$ cat src/rtl/gates_sweep_ctrl.sv
// Self-check sequencer for Multiple_Gates: sweeps entrada 0..3, waits SETTLE_CYCLES, checks gate outputs against a golden model.
// Each code takes SETTLE_CYCLES+2 cycles; done pulses one cycle after the last check, all outputs registered.
module gates_sweep_ctrl #(
  parameter int unsigned SETTLE_CYCLES = 1
) (
  input  logic       clk,
  input  logic       rst,
  input  logic       start,
  input  logic       abort,
  output logic [1:0] entrada,
  input  logic [6:0] gates_in,
  output logic       busy,
  output logic       done,
  output logic       pass,
  output logic [6:0] err_mask,
  output logic [3:0] err_vec,
  output logic [2:0] fail_count
);

  typedef enum logic [1:0] {IDLE, SETTLE, CHECK, FINISH} state_t;

  localparam logic [3:0] SETTLE_LAST = 4'(SETTLE_CYCLES);

  state_t     state_q;
  logic [1:0] entrada_q;
  logic [3:0] cnt_q;
  logic       busy_q;
  logic       done_q;
  logic       pass_q;
  logic [6:0] err_mask_q;
  logic [3:0] err_vec_q;
  logic [2:0] fail_count_q;

  logic       a;
  logic       b;
  logic [6:0] expected;
  logic [6:0] mismatch;
  logic       miss_any;
  logic [2:0] fail_count_d;

  // The driven code doubles as the sweep index, so the golden model follows it directly.
  assign a            = entrada_q[0];
  assign b            = entrada_q[1];
  assign expected     = {~(a ^ b), a ^ b, ~(a & b), ~(a | b), a & b, a | b, ~a};
  assign mismatch     = gates_in ^ expected;
  assign miss_any     = |mismatch;
  assign fail_count_d = fail_count_q + {2'b00, miss_any};

  always_ff @(posedge clk) begin
    if (rst) begin
      state_q      <= IDLE;
      entrada_q    <= 2'd0;
      cnt_q        <= 4'd0;
      busy_q       <= 1'b0;
      done_q       <= 1'b0;
      pass_q       <= 1'b0;
      err_mask_q   <= 7'd0;
      err_vec_q    <= 4'd0;
      fail_count_q <= 3'd0;
    end else begin
      done_q <= 1'b0;
      case (state_q)
        IDLE: begin
          if (start && !abort) begin
            state_q      <= SETTLE;
            entrada_q    <= 2'd0;
            cnt_q        <= 4'd0;
            busy_q       <= 1'b1;
            pass_q       <= 1'b0;
            err_mask_q   <= 7'd0;
            err_vec_q    <= 4'd0;
            fail_count_q <= 3'd0;
          end
        end
        SETTLE: begin
          if (abort) begin
            state_q   <= IDLE;
            entrada_q <= 2'd0;
            cnt_q     <= 4'd0;
            busy_q    <= 1'b0;
            pass_q    <= 1'b0;
          end else if (cnt_q == SETTLE_LAST) begin
            state_q <= CHECK;
          end else begin
            cnt_q <= cnt_q + 4'd1;
          end
        end
        CHECK: begin
          // Abort takes precedence over recording this code's sample.
          if (abort) begin
            state_q   <= IDLE;
            entrada_q <= 2'd0;
            cnt_q     <= 4'd0;
            busy_q    <= 1'b0;
            pass_q    <= 1'b0;
          end else begin
            err_mask_q <= err_mask_q | mismatch;
            if (miss_any) begin
              err_vec_q[entrada_q] <= 1'b1;
              fail_count_q         <= fail_count_d;
            end
            if (entrada_q != 2'd3) begin
              state_q   <= SETTLE;
              entrada_q <= entrada_q + 2'd1;
              cnt_q     <= 4'd0;
            end else begin
              state_q <= FINISH;
              busy_q  <= 1'b0;
              done_q  <= 1'b1;
              pass_q  <= (fail_count_d == 3'd0);
            end
          end
        end
        FINISH: begin
          state_q <= IDLE;
        end
        default: begin
          state_q <= IDLE;
        end
      endcase
    end
  end

  assign entrada    = entrada_q;
  assign busy       = busy_q;
  assign done       = done_q;
  assign pass       = pass_q;
  assign err_mask   = err_mask_q;
  assign err_vec    = err_vec_q;
  assign fail_count = fail_count_q;

endmodule

$ cat config.mk
export PLATFORM = sky130hd
export DESIGN_NAME = gates_sweep_ctrl
export DESIGN_NICKNAME = d
export VERILOG_FILES = /design/src/rtl/gates_sweep_ctrl.sv
export SDC_FILE = /design/constraint.sdc
export NUM_CORES = 1
export LEC_CHECK = 0
export CORE_ASPECT_RATIO = 1.4
export CORE_MARGIN = 5
export CORE_UTILIZATION = 54
export CTS_CLUSTER_DIAMETER = 200
export DETAILED_ROUTE_END_ITERATION = 16
export MAX_ROUTING_LAYER = met4
export PLACE_DENSITY = 0.84
export SLEW_MARGIN = 20
export SYNTH_ARGS = -nofsm -noshare
export SYNTH_HDL_FRONTEND = slang
export SYNTH_SLANG_ARGS = --single-unit
$ cat constraint.sdc
create_clock -name clk -period 5.05 [get_ports clk]
set_clock_uncertainty 0.2 [all_clocks]
set_input_delay 1.515 -clock clk [delete_from_list [all_inputs] [get_ports clk]]
set_output_delay 1.515 -clock clk [all_outputs]
set_load 0.02 [all_outputs]
==> impl_metrics.csv, run 1 <==
group,metric,value,unit
run_status,status,"completed",
synth,syn_inst,155,
clock_network,cts-htree-levels,1,
synth,synth_compound_area_share,21.6,%
clock_network,cts_tree,"yes",
timing,setup_slack,1.25,ns
global_route,grt_pass1_wl,5060,um
setup_path,r2r-end,"pass",
synth,yosysSeqAreaShare,35.0,%
routing,drt-vias-per-instance,5.49,
setup_path,path_class,"in -> reg",
power_and_ir_drop,p_per_area,235,mW/mm2
setup_path,reg2reg_from,"entrada[0]",
placement,pre_cts_ws,0.916,ns
synth,synthSimpleGateAreaFrac,19.2,%
floorplan,die_w,53.5,um
synth,synth_top_family_by_area,"compound AO/OA/AOI/OAI gates",
cells_and_area,stdcell_count,216,
global_route,antenna_found_initial,0,
cells_and_area,finalNetCount,204,
setup_path,worstPathMaxFanout,5,
timing,worst_pin_slew,0.792,ns
synth,yosys_warnings,0,
global_route,grt_pass1_vias,1172,
global_route,grtUsageTotal,18.4,%
power_and_ir_drop,worst_ir_drop_vdd,0.182,mV
synth,ys.flop_type,"dfxtp_1",
global_route,overflow,0,
clock_network,clkTransAtPathRegs,0.13,ns
clock_network,post_cts_buffers,0,
timing,period_share,75.3,%
clock_network,cts_hold_buffers,0,
routing,drc,0,
synth,avgSynthCellArea,9.23,um2
power_and_ir_drop,p_leak,0.662,nW
clock_network,cts-resized-gates,0,
routing,num_vias,1185,
routing,dr.pass1.iters,4,
synth,ys_types,40,
synth,synthesis.nets,178,
floorplan,num_io_pins,30,
floorplan,core_area,0.00259,mm2
routing,wl,3020,um
synth,syn_area,0.00143,mm2
cells_and_area,fill_cells,226,
worst_hold_path,worstHoldPathCells,2,
setup_path,r2r_slack,1.93,ns
cells_and_area,stdcell_area,0.00175,mm2
routing,ant_nets,0,
clock_network,clk_root_buffer_cell,"clkbuf_4",
routing,drtIter0Drc,25,
timing,rsz0062_at_grt,"no",
clock_network,cts_sinks,25,
clock_network,cts_max_path_buffers,2,
setup_path,cp-start-kind,"input pin",
global_route,grt_max_degree,24,
synth,synth_xor_area_share,4.90,%
synth,ys_seq_elements,25,
cells_and_area,area_growth_syn_to_layout,22.7,%
setup_path,critPathRequiredTime,5.11,ns
placement,place_congestion,0.835,
clock_network,numCtsBuffers,3,
worst_hold_path,hold_class,"reg -> reg",
clock_network,clk_latency,0.32,ns
floorplan,row_count,22,
timing,setup_viol,0,
setup_path,worst-r2r-cell-count,10,
worst_hold_path,worstHoldEndpoint,"err_mask[6]",
power_and_ir_drop,p_total,0.412,mW
placement,dp_hpwl,2400,um
synth,synth_edf_count,0,
floorplan,start_util,55.3,%
synth,muxShareOfSynthArea,2.80,%
cells_and_area,fin_util,67.8,%
flow_run,cap_violations,0,
floorplan,dieHeight,70.9,um
placement,io_buffers,29,
timing,hold_viol,0,
cells_and_area,diodes,0,
timing,timing.fmax,263,MHz
synth,synthArstFlopShare,0,%
cells_and_area,drive_gt1_share,5.00,%
timing,finalSetupTns,0,ns
timing,period_minus_slack,3.80,ns
timing,hold_ws,0.294,ns
setup_path,critical_path.endpoint_type,"flip-flop",
routing,wl_per_cell,14.0,um
placement,place_area,0.00173,mm2
worst_hold_path,hold_start,"err_mask[6]",
setup_path,cp.arrival,3.86,ns
timing,drv_slew,0,
synth,synth-adder-area-share,10.5,%
placement,dp_cells,212,
timing,relSlewSlack,47.2,%
floorplan,die_area,0.00379,mm2
==> layout make-up <==
cell class	instances	area [um2]	area share [%]
multi-input combinational	109	843	48.1
inverter	13	48.8	2.78
timing repair buffer	29	290	16.5
sequential	25	500	28.5
tap	36	45.0	2.57
clock buffer	4	26.3	1.50
==> where the power goes <==
group	internal (mW)	switching (mW)
clock	0.0310	0.0602
combinational	0.0489	0.0600
sequential	0.206	0.00575
==> worst max-delay path by stage <==
| stage | startpoint | to | depth (start not counted) |
|---|---|---|---|
| after detailed placement | gates_in[6] | pass | 9 |
| after floorplan | gates_in[5] | pass | 8 |
| after global routing | gates_in[6] | pass | 9 |
| final | gates_in[6] | pass | 9 |
| after global placement | gates_in[6] | pass | 9 |
| after CTS | gates_in[6] | pass | 9 |
==> layer usage <==
metal / track usage [%] / up-vias / part of all wire (%)
li1: - / 601 / -
met1: 18.8 / 550 / 39
met2: 31.5 / 28 / 54
met3: 3.79 / 6 / 4.3
met4: 9.94 / 0 / 2.7
met5: - / - / 0
==> kinds of logic after synthesis <==
logic type	Yosys count
adders and majority gates	12
and+or+nand+nor	47
DFF	25
AOI/OAI and AO/OA	38
muxes	4
buffers and inverters	21
xor gates and xnor gates	8
==> synthesized netlist by cell type (2+ instances only) <==
library cell	instances	area, um2
a211oi_1	2	15.0
a21oi_1	14	70.1
a22o_1	4	35.0
buf_2	6	30.0
clkbuf_1	2	7.51
dfxtp_1	25	500
ha_1	12	150
inv_1	12	45.0
mux2i_1	4	40.0
nand2_1	3	11.3
nand2b_1	6	37.5
nand3_1	3	15.0
nand3b_1	4	30.0
nor2_1	14	52.6
nor2b_1	2	12.5
nor3b_1	3	22.5
o211ai_1	3	22.5
o32ai_1	2	17.5
or3_1	4	25.0
or3b_1	4	35.0
xnor2_1	4	35.0
xor2_1	4	35.0
==> layout by cell type, fill, tap and decap left out, types with 3 or more instances in the layout <==
cell	n
a21oi_1	14
a22o_1	4
clkbuf_4	3
clkdlybuf4s50_1	29
dfxtp_1	25
ha_1	12
inv_1	12
mux2i_1	4
nand2_1	3
nand2b_1	6
nand3_1	3
nand3b_1	4
nor2_1	14
nor3b_1	3
o211ai_1	3
or3_1	4
or3b_1	4
xnor2_1	4
xor2_1	4
==> critical path: stages <==
cell and delay (ns):
clkdlybuf4s50_1 0.50, or3b_1 0.35, a21o_1 0.24, or2_4 0.25, ha_1 0.19, ha_1 0.30, nor4_1 0.30, mux2i_1 0.11
nor2_1 0.09
==> sequential cells by signal, summed over array words and instances (netlist names) <==
register	flops
busy	1
cnt_q	4
done	1
entrada	2
err_mask	7
err_vec	4
fail_count	3
pass	1
state_q	2
Note: power is estimated with default switching activity, not from simulation.
==> run 2, diff against run 1 <==
--- a/config.mk
+++ b/config.mk
@@ -7,11 +7,11 @@
 export LEC_CHECK = 0
 export CORE_ASPECT_RATIO = 1.4
 export CORE_MARGIN = 5
-export CORE_UTILIZATION = 54
+export CORE_UTILIZATION = 50
 export CTS_CLUSTER_DIAMETER = 200
 export DETAILED_ROUTE_END_ITERATION = 16
 export MAX_ROUTING_LAYER = met4
-export PLACE_DENSITY = 0.84
+export PLACE_DENSITY = 0.78
 export SLEW_MARGIN = 20
 export SYNTH_ARGS = -nofsm -noshare
 export SYNTH_HDL_FRONTEND = slang
==> constraint.sdc (replaced) <==
create_clock -name clk -period 3.9 [get_ports clk]
set_clock_uncertainty 0.2 [all_clocks]
set_input_delay 1.17 -clock clk [delete_from_list [all_inputs] [get_ports clk]]
set_output_delay 1.17 -clock clk [all_outputs]
set_load 0.02 [all_outputs]
==> run 2 against run 1 <==
Sequential power increased by 29%. Routed wire length increased by 8.6%. Via count increased by 1.4%. Total power increased by 40%. Critical endpoint unchanged. Largest power group unchanged. Design area increased by 2.0%. Non-clock buffer count increased by 2.
==> impl_metrics.csv, run 2 (synthesis results as in run 1) <==
group,metric,value,unit
run_status,status,"completed",
cells_and_area,largest_reg_flops,7,
clock_network,cts-htree-levels,1,
placement,place_congestion,0.755,
global_route,met3_usage,3.34,%
global_route,grt_max_degree,24,
placement,dp_hpwl,2580,um
timing,setup_slack,0.375,ns
timing,rsz0062_at_grt,"no",
placement,dp_cells,215,
power_and_ir_drop,power_frac_comb,25.3,%
setup_path,r2r_slack,0.80,ns
global_route,overflow,0,
setup_path,slowest_stage,"clkdlybuf4s50_1",
power_and_ir_drop,p_leak,0.680,nW
floorplan,die_area,0.00405,mm2
clock_network,cts_max_path_buffers,2,
power_and_ir_drop,power.internal,0.405,mW
global_route,antenna_found_initial,0,
floorplan,core_area,0.00282,mm2
setup_path,path_class,"in -> reg",
floorplan,die_w,55.2,um
routing,num_vias,1202,
power_and_ir_drop,worst_ir_drop_vdd,0.189,mV
cells_and_area,diodes,0,
global_route,busiest_layer,"met2",
setup_path,critical_path.endpoint_type,"flip-flop",
timing,finalSetupTns,0,ns
global_route,grt_pass1_vias,1275,
floorplan,dieHeight,73.3,um
power_and_ir_drop,power_switching,0.172,mW
timing,period_share,90.4,%
worst_hold_path,hold_class,"reg -> reg",
cells_and_area,fill_cells,265,
clock_network,clk_root_buffer_cell,"clkbuf_8",
setup_path,cp.arrival,3.54,ns
timing,setup_viol,0,
setup_path,crit_family,"simple AND/OR/NAND/NOR gates",
power_and_ir_drop,p_per_area,323,mW/mm2
power_and_ir_drop,pwr-share-clk,27.2,%
placement,pre_cts_ws,0.101,ns
routing,dr.pass1.iters,4,
clock_network,cts_sinks,25,
floorplan,num_io_pins,30,
timing,worst_pin_slew,0.869,ns
timing,timing.fmax,284,MHz
placement,place_area,0.00174,mm2
power_and_ir_drop,p_sw_share,29.8,%
setup_path,crit_path_frequent_cell,"ha_1",
floorplan,start_util,50.7,%
global_route,grtUsageTotal,18.1,%
clock_network,numCtsBuffers,3,
setup_path,crit_path_max_incr_delay,0.50,ns
clock_network,post_cts_buffers,0,
flow_run,cap_violations,0,
global_route,grt_pass1_wl,5740,um
cells_and_area,seq_area,500,um2
cells_and_area,final_cell_mix,"29 x clkdlybuf4s50_1, 25 x dfxtp_1, 14 x a21oi_1, 14 x nor2_1",
routing,drc,0,
global_route,use_met1,18.7,%
clock_network,clk_latency,0.27,ns
timing,relSlewSlack,42.0,%
setup_path,cp-start-kind,"input pin",
clock_network,cts_tree,"yes",
power_and_ir_drop,p_total,0.577,mW
clock_network,cts_hold_buffers,0,
timing,drv_slew,0,
cells_and_area,area_growth_syn_to_layout,25.1,%
timing,period_minus_slack,3.52,ns
timing,hold_viol,0,
cells_and_area,stdcell_count,219,
global_route,met2_usage,33.7,%
routing,wl,3280,um
placement,io_buffers,29,
setup_path,worstPathMaxFanout,5,
routing,wl_per_cell,15.0,um
clock_network,cts-resized-gates,0,
cells_and_area,drive_gt1_share,6.04,%
setup_path,path_buf_inv,1,
power_and_ir_drop,seqPwrFrac,47.5,%
cells_and_area,final_common_cell,"clkdlybuf4s50_1",
cells_and_area,stdcell_area,0.00179,mm2
setup_path,path_cells,"clkdlybuf4s50_1, or3b_1, a21o_1, or2_4, ha_1, ha_1, nor4_1, mux2i_1, nor2_1",
routing,drt-vias-per-instance,5.49,
cells_and_area,finalNetCount,206,
clock_network,clkTransAtPathRegs,0.09,ns
cells_and_area,multi_input_area,843,um2
floorplan,row_count,23,
routing,ant_nets,0,
routing,drtIter0Drc,26,
setup_path,critPathRequiredTime,3.91,ns
## run 2: cell type report
cell class                      count  share of cell area [%]
Tap cell                           37                    2.59
Multi-Input combinational cell    109                    47.1
Timing Repair Buffer               31                    17.1
Inverter                           13                    2.73
Sequential cell                    25                    28.0
Clock buffer                        4                    2.52
## run 2: worst paths after layout
kind,from,to,cells after the start
hold / removal,err_mask[3],err_mask[3],2
setup reg to reg,entrada[0],pass,10
hold reg to reg,err_mask[3],err_mask[3],2
setup / recovery,gates_in[6],pass,9
## run 2: layer usage
metal	routed length [um]	share of wire (%)
met1	1330	40
met2	1770	54
met3	111	3.4
met4	69	2.1
met5	0	0
## run 2: power by group through the flow
stage / clock network (mW) / logic [mW] / registers (mW)
2_1_floorplan: 0 / 0.0894 / 0.289
6_report: 0.157 / 0.146 / 0.274
3_5_place_dp: 0 / 0.147 / 0.281
5_1_grt: 0.176 / 0.162 / 0.276
3_3_place_gp: 0 / 0.141 / 0.279
4_1_cts: 0.161 / 0.147 / 0.275
## run 2: stage by stage
stage	utilization, %	hold slack (ns)
CTS	63.4	0.287
detailed placement	61.8	0.257
global route	63.4	0.305
floorplan	-	0.267
finish	63.4	0.282
global placement	61.8	0.252
## run 2: tightest hold or removal path: stages (launching register included)
cell     delay [ns]
dfxtp_1        0.34
a21oi_1        0.04
nor2_1         0.07
